===== src/rtl/pipe_stage_skid_reg.sv =====
// Inter-stage pipeline register with a valid/ready handshake and a two-entry skid buffer.
// The upstream ready is a register, so a downstream stall never ripples combinationally to earlier stages.
module pipe_stage_skid_reg #(
    parameter int              PAYLOAD_W   = 69,
    parameter int              EXC_W       = 5,
    parameter int              PC_W        = 32,
    parameter logic [PC_W-1:0] HANDLER_PC  = 32'h0000_4180,
    parameter logic [PC_W-1:0] RESET_PC    = 32'h0000_0000,
    parameter bit              KILL_ON_EXC = 1'b1
) (
    input  logic                 clk_i,
    input  logic                 reset_i,
    input  logic                 req_i,
    input  logic                 flush_i,
    input  logic                 in_valid_i,
    output logic                 in_ready_o,
    input  logic [PC_W-1:0]      in_pc_i,
    input  logic [31:0]          in_instr_i,
    input  logic [PAYLOAD_W-1:0] in_payload_i,
    input  logic [EXC_W-1:0]     in_exc_i,
    input  logic                 in_bd_i,
    output logic                 out_valid_o,
    input  logic                 out_ready_i,
    output logic [PC_W-1:0]      out_pc_o,
    output logic [31:0]          out_instr_o,
    output logic [PAYLOAD_W-1:0] out_payload_o,
    output logic [EXC_W-1:0]     out_exc_o,
    output logic                 out_bd_o,
    output logic [1:0]           occupancy_o,
    output logic [1:0]           state_o
);

    // Handshake: a transfer happens on an edge where valid and ready are both high.
    // in_ready_o depends only on held state; out_valid_o/out_* stay stable while out_ready_i is low.
    typedef enum logic [1:0] {
        ST_EMPTY = 2'd0,
        ST_BUSY  = 2'd1,
        ST_FULL  = 2'd2
    } state_t;

    state_t state_q, state_d;

    logic                 in_ready_q;
    logic                 out_valid_q;
    logic [1:0]           occupancy_q;

    logic [PC_W-1:0]      m_pc_q;
    logic [31:0]          m_instr_q;
    logic [PAYLOAD_W-1:0] m_payload_q;
    logic [EXC_W-1:0]     m_exc_q;
    logic                 m_bd_q;

    logic [PC_W-1:0]      s_pc_q;
    logic [31:0]          s_instr_q;
    logic [PAYLOAD_W-1:0] s_payload_q;
    logic [EXC_W-1:0]     s_exc_q;
    logic                 s_bd_q;

    logic                 acc;
    logic                 con;
    logic [31:0]          in_instr_d;

    assign acc = in_valid_i & in_ready_q;
    assign con = out_valid_q & out_ready_i;

    // An instruction that already carries an exception must not execute further down the pipe.
    assign in_instr_d = (KILL_ON_EXC && (in_exc_i != '0)) ? 32'd0 : in_instr_i;

    always_comb begin
        state_d = state_q;
        if (req_i || flush_i) begin
            state_d = ST_EMPTY;
        end else begin
            case (state_q)
                ST_EMPTY: begin
                    if (acc) state_d = ST_BUSY;
                end
                ST_BUSY: begin
                    if (acc && !con)      state_d = ST_FULL;
                    else if (!acc && con) state_d = ST_EMPTY;
                end
                ST_FULL: begin
                    if (con) state_d = ST_BUSY;
                end
                default: state_d = ST_EMPTY;
            endcase
        end
    end

    always_ff @(posedge clk_i) begin
        if (!reset_i) begin
            state_q     <= ST_EMPTY;
            in_ready_q  <= 1'b1;
            out_valid_q <= 1'b0;
            occupancy_q <= 2'd0;
            m_pc_q      <= RESET_PC;
            m_instr_q   <= '0;
            m_payload_q <= '0;
            m_exc_q     <= '0;
            m_bd_q      <= 1'b0;
            s_pc_q      <= '0;
            s_instr_q   <= '0;
            s_payload_q <= '0;
            s_exc_q     <= '0;
            s_bd_q      <= 1'b0;
        end else begin
            state_q     <= state_d;
            in_ready_q  <= (state_d != ST_FULL);
            out_valid_q <= (state_d != ST_EMPTY);
            occupancy_q <= (state_d == ST_FULL) ? 2'd2 :
                           (state_d == ST_BUSY) ? 2'd1 : 2'd0;

            if (req_i) begin
                // Handler bubble keeps the delay-slot flag so EPC logic can use it.
                m_pc_q      <= HANDLER_PC;
                m_instr_q   <= '0;
                m_payload_q <= '0;
                m_exc_q     <= '0;
                m_bd_q      <= in_bd_i;
            end else if (flush_i) begin
                m_pc_q      <= RESET_PC;
                m_instr_q   <= '0;
                m_payload_q <= '0;
                m_exc_q     <= '0;
                m_bd_q      <= 1'b0;
            end else begin
                case (state_q)
                    ST_EMPTY: begin
                        if (acc) begin
                            m_pc_q      <= in_pc_i;
                            m_instr_q   <= in_instr_d;
                            m_payload_q <= in_payload_i;
                            m_exc_q     <= in_exc_i;
                            m_bd_q      <= in_bd_i;
                        end
                    end
                    ST_BUSY: begin
                        if (acc && con) begin
                            m_pc_q      <= in_pc_i;
                            m_instr_q   <= in_instr_d;
                            m_payload_q <= in_payload_i;
                            m_exc_q     <= in_exc_i;
                            m_bd_q      <= in_bd_i;
                        end else if (acc) begin
                            s_pc_q      <= in_pc_i;
                            s_instr_q   <= in_instr_d;
                            s_payload_q <= in_payload_i;
                            s_exc_q     <= in_exc_i;
                            s_bd_q      <= in_bd_i;
                        end
                    end
                    ST_FULL: begin
                        if (con) begin
                            m_pc_q      <= s_pc_q;
                            m_instr_q   <= s_instr_q;
                            m_payload_q <= s_payload_q;
                            m_exc_q     <= s_exc_q;
                            m_bd_q      <= s_bd_q;
                        end
                    end
                    default: ;
                endcase
            end
        end
    end

    assign in_ready_o    = in_ready_q;
    assign out_valid_o   = out_valid_q;
    assign occupancy_o   = occupancy_q;
    assign state_o       = state_q;
    assign out_pc_o      = m_pc_q;
    assign out_instr_o   = m_instr_q;
    assign out_payload_o = m_payload_q;
    assign out_exc_o     = m_exc_q;
    assign out_bd_o      = m_bd_q;

endmodule


===== config.mk =====
export PLATFORM = sky130hd
export DESIGN_NAME = pipe_stage_skid_reg
export DESIGN_NICKNAME = d
export VERILOG_FILES = /design/src/rtl/pipe_stage_skid_reg.sv
export SDC_FILE = /design/constraint.sdc
export NUM_CORES = 1
export LEC_CHECK = 0
export ABC_AREA = 1
export CORE_ASPECT_RATIO = 1.4
export CORE_MARGIN = 3
export CORE_UTILIZATION = 40
export DETAILED_ROUTE_END_ITERATION = 12
export PLACE_DENSITY_LB_ADDON = 0.05
export SKIP_CTS_REPAIR_TIMING = 1
export SLEW_MARGIN = 15
export SYNTH_ARGS = -nofsm -noshare
export SYNTH_HDL_FRONTEND = slang
export SYNTH_SLANG_ARGS = --single-unit
export TNS_END_PERCENT = 10

===== constraint.sdc =====
create_clock -name clk_i -period 2.55 [get_ports clk_i]
set_clock_uncertainty 0.2 [all_clocks]
set_input_delay 0.3825 -clock clk_i [delete_from_list [all_inputs] [get_ports clk_i]]
set_output_delay 0.3825 -clock clk_i [all_outputs]
set_load 0.05 [all_outputs]

* After elaboration in Yosys (flattened, before gate mapping) *
Cells that the tools add are included.

storage, ports and cells
  word-level logic and storage cells = 82
  register bits = 284
  output and inout bits = 145
  input port bits = 145

cells by class
  bitwise gates (word level) = 6
  equal/unequal tests = 11
  multiplexer cells = 33
  reductions and logical operators = 16

operator list
  cell                count
  $mux 32             7
  $mux 69             3
  $pmux 69 s3         1
  $pmux 32 s3         2
  $mux 15             2
  $mux 5              3
  $pmux 5 s3          1
  $mux 2              6
  $ne 4x4->1 const B  3
  $reduce_bool 5->1   2
  $ne 2x2->1 const B  4
  $reduce_and 4->1    2
  $mux 1              6
  $pmux 2 s3          1
  $reduce_and 5->1    1
  $eq 2x1->1 const B  2
  $eq 2x2->1 const B  2
  $not 1->1           4
  $logic_and 1x1->1   3
  $pmux 1 s3          1
  $reduce_bool 3->1   1
  $reduce_or 3->1     1
  $and 1x1->1         2
  $logic_not 1->1     2
  4 further kinds     4

* Longest topological paths before layout *
  depth after elaboration = 10
  gate-level depth with buffers = 11

* Worst setup path after synthesis *
OpenSTA, ideal clock, no wires.

  path kind = register to register
  start = register state_q[1] (netlist: state_o[1])
  end = register m_payload_q[50] (netlist: out_payload_o[50])
  buffers on the path = 4
  library setup time = 0.114 ns
  data required time = 2.236 ns
  path slack = 0.644 ns
  arrival time = 1.591 ns
  cell stages (with the launch flop) = 10
  period minus slack after synthesis = 1.906 ns
  cells stage by stage = dfxtp_1 > buf_6 > nand2_4 > nand2_1 > nand2_1 > buf_4 > buf_6 > buf_6 > o21ai_1 > nor2_1

between the ends
  cells in the longest elaborated chain, start to end = 3

RTL lines
  what                                                              line  RTL
  from (decl)                                                       41    state_t state_q, state_d;
  from (signal assigned)                                            107   state_q <= state_d;
  $eq 2x1->1 (tied with other cells)                                127   case (state_q)
  $ne 2x2->1 (no source line) or $reduce_bool 3->1 (tied branches)  --
  $reduce_and 4->1 (no source line)                                 --
  to (signal assigned)                                              132   m_payload_q <= in_payload_i;
  to (signal assigned)                                              141   m_payload_q <= in_payload_i;
  to (signal assigned)                                              156   m_payload_q <= s_payload_q;
  to (decl)                                                         49    logic [PAYLOAD_W-1:0] m_payload_q;

Several ways; a longest one is shown, not always the timed one.
A chain may end at the register's enable or synchronous reset.

* Final worst setup path *
  start = register out_valid_q (netlist: out_valid_o)
  end = output out_valid_o

RTL lines
  what                    line  RTL
  from (decl)             44    logic out_valid_q;
  from (signal assigned)  109   out_valid_q <= (state_d != ST_EMPTY);
  to (decl)               22    output logic out_valid_o,

No word-level cell between the ends.

==> out/results.ini <==
[status]
status=complete, no violations

[grt]
antenna_found_initial=6
grt_start_max_net_pins=138
grtUsageTotal=0.217
first_global_vias=10900
grt_pass1_wl_mm=58.1
overflow=0

[floorplan]
coreArea_um2=29300
ioPinCount=290
die_w_um=152
die_h_um=210
start_util=0.407
row_count=74
dieArea_um2=31900

[pwr]
pwr-share-comb=0.118
clockPowerShare=0.424
switchingPower_mw=2.51
power.total_mw=9.95
p_int_mw=7.44
p_sw_frac=0.252
powerDensity_nw_per_um2=620
leakagePower_nw=6.63
seq_power_share=0.458
ir_worst_vdd_v=0.000559

[synth]
synth.cells.most_frequent=573 x nor2_1, 407 x nand2_1, 284 x dfxtp_1, 259 x o21ai_0, 60 x clkbuf_1
synthCells=1775
yosysMostFrequentCell=nor2_1
ys_types=25
yosys.area.top_type=dfxtp_1
synth_seq_cells=284
synthFlopType=dfxtp_1
async_flop_share=0
syn_area_um2=11900
ys_top_cells_by_area=dfxtp_1 48%, nor2_1 18%, nand2_1 13%
syn_area_per_cell_um2=6.71
syn_nets=1920
ys_seq_area_frac=0.477
synth-edff-count=0
ys.warnings.count=0
synth_top_area_frac=0.477

[setup_path]
cp_slowest_cell=clkdlybuf4s50_1
start_kind=flip-flop
critPathCaptureType=primary output
cp_max_fo=3
worstPathRequired_ns=1.97
cp_top_family=buffers and inverters
crit_buf_inv=1
cp_cell_sequence=clkdlybuf4s50_1
worstSetupPathType=reg2out
critical_path_arrival_ns=1.77
slowest_delay_ns=0.84

[finish]
finalNetCount=2141
drive_gt1_frac=0.0476
instances_no_fill=2400
nFillCells=2955
multiInputGateArea_um2=5430
fin_util=0.548
seq_area_um2=5690
syn2layout_area_growth_pct=34.7

[sta]
hold_violations=0
min_period_ns=2.36
drv_slew=0
rsz0062_at_grt=false
period_share=0.924
slew_headroom=0.585
timing.hold.ws_ns=0.0192
setup_viol=0
tightestPinTransition_ns=0.622
max_clock_freq_ghz=0.425

[cts]
clk-insertion-delay-late_ns=0.54
clock-sinks=284
cts-root-buf=clkbuf_16
h-tree-depth=1
numCtsBuffers=29
cts_tree=done
clock_path_buffers=3
clk_pin_slew_worst_paths_ns=0.06

[routing]
dr_total_vias=11500
wl_per_cell_um=14.9
wl_mm=35.9
dr.first_iter.drc_count=481
via_per_inst=4.81
drc_errors=0
antenna_left=0
drt_first_pass_iters=5

[min_path]
hp-class=in2reg

[placement]
io_buffers=289
place_hpwl_mm=22.0
dpl.cell_count=2345
gp_congestion=0.801

[job]
maxCapViolations=0

metal layers:
layer | global-route usage | share of wire | up-vias
met5 | 0 | 0.0011 | -
met4 | 0.0661 | 0.027 | 6
met3 | 0.0464 | 0.057 | 60
met2 | 0.383 | 0.49 | 283
met1 | 0.265 | 0.43 | 5213
li1 | - | - | 5974
through the flow:
stage / TNS [ns] / setup WS [ns] / instance area (um2)
2_1_floorplan: 0 / 0.644 / 11900
6_report: 0 / 0.194 / 16000
3_3_place_gp: 0 / 0.257 / 15100
4_1_cts: -0.0400 / -0.0400 / 16000
3_5_place_dp: 0 / 0.266 / 15100
5_1_grt: 0 / 0.142 / 16000
tightest hold or removal path, stage by stage:
cell,delay (ns)
buf_4,0.10
inv_2,0.11
a21oi_1,0.13
registers in the layout (all words and copies together) (netlist names), 5 cells and up:
signal and flops:
out_exc_o 5, out_instr_o 32, out_payload_o 69, out_pc_o 32
s_exc_q 5, s_instr_q 32, s_payload_q 69, s_pc_q 32
cell usage in the layout, fill, tap and decap left out:
master	count
a21oi_1	12
a21oi_2	2
buf_12	16
buf_4	11
bufinv_16	1
clkbuf_1	7
clkbuf_16	29
clkbuf_8	9
clkdlybuf4s50_1	287
clkinv_2	4
clkinvlp_4	1
dfxtp_1	284
diode_2	3
dlymetal6s2s_1	1
inv_1	45
inv_2	5
inv_4	2
inv_6	2
nand2_1	406
nand2_2	1
nand2_4	2
nand3_1	7
nand3_2	2
nand3_4	1
nand3b_1	1
nand4_1	3
nor2_1	573
nor2_2	1
nor2_4	2
nor3_1	25
nor3_2	4
o21ai_0	259
o21ai_1	11
or2_2	1
final timing paths:
kind / start / endpoint / slack, ns / depth (start not counted)
max: out_valid_o / out_valid_o / 0.19 / 1
min: reset_i / out_pc_o[7] / 0.02 / 3
max reg2reg: state_o[1] / out_payload_o[26] / 0.46 / 7
min reg2reg: s_instr_q[9] / s_instr_q[9] / 0.27 / 2
layout make-up:
class,count,share of cell area
clock buffers,45,0.0546
diodes,3,0.000468
well taps,380,0.0296
repair buffers,315,0.205
multi-input cells,1313,0.339
clock inverters,7,0.00413
flip-flops and latches,284,0.354
inverters,53,0.0130
logic make-up after synthesis:
logic type,synth area share
flip-flops,0.477
AO/OA/AOI/OAI,0.120
buffers and inverters,0.0684
AND/OR/NAND/NOR,0.334
power groups by stage:
| stage | registers, mW | logic (mW) | clock network [mW] |
|---|---|---|---|
| floorplan | 4.87 | 0.453 | 0 |
| finish | 4.56 | 1.18 | 4.21 |
| CTS | 4.56 | 1.19 | 4.32 |
| detailed placement | 4.66 | 1.18 | 0 |
| global placement | 4.66 | 1.18 | 0 |
| global route | 4.57 | 1.30 | 4.50 |
(Power assumes the default switching activity.)
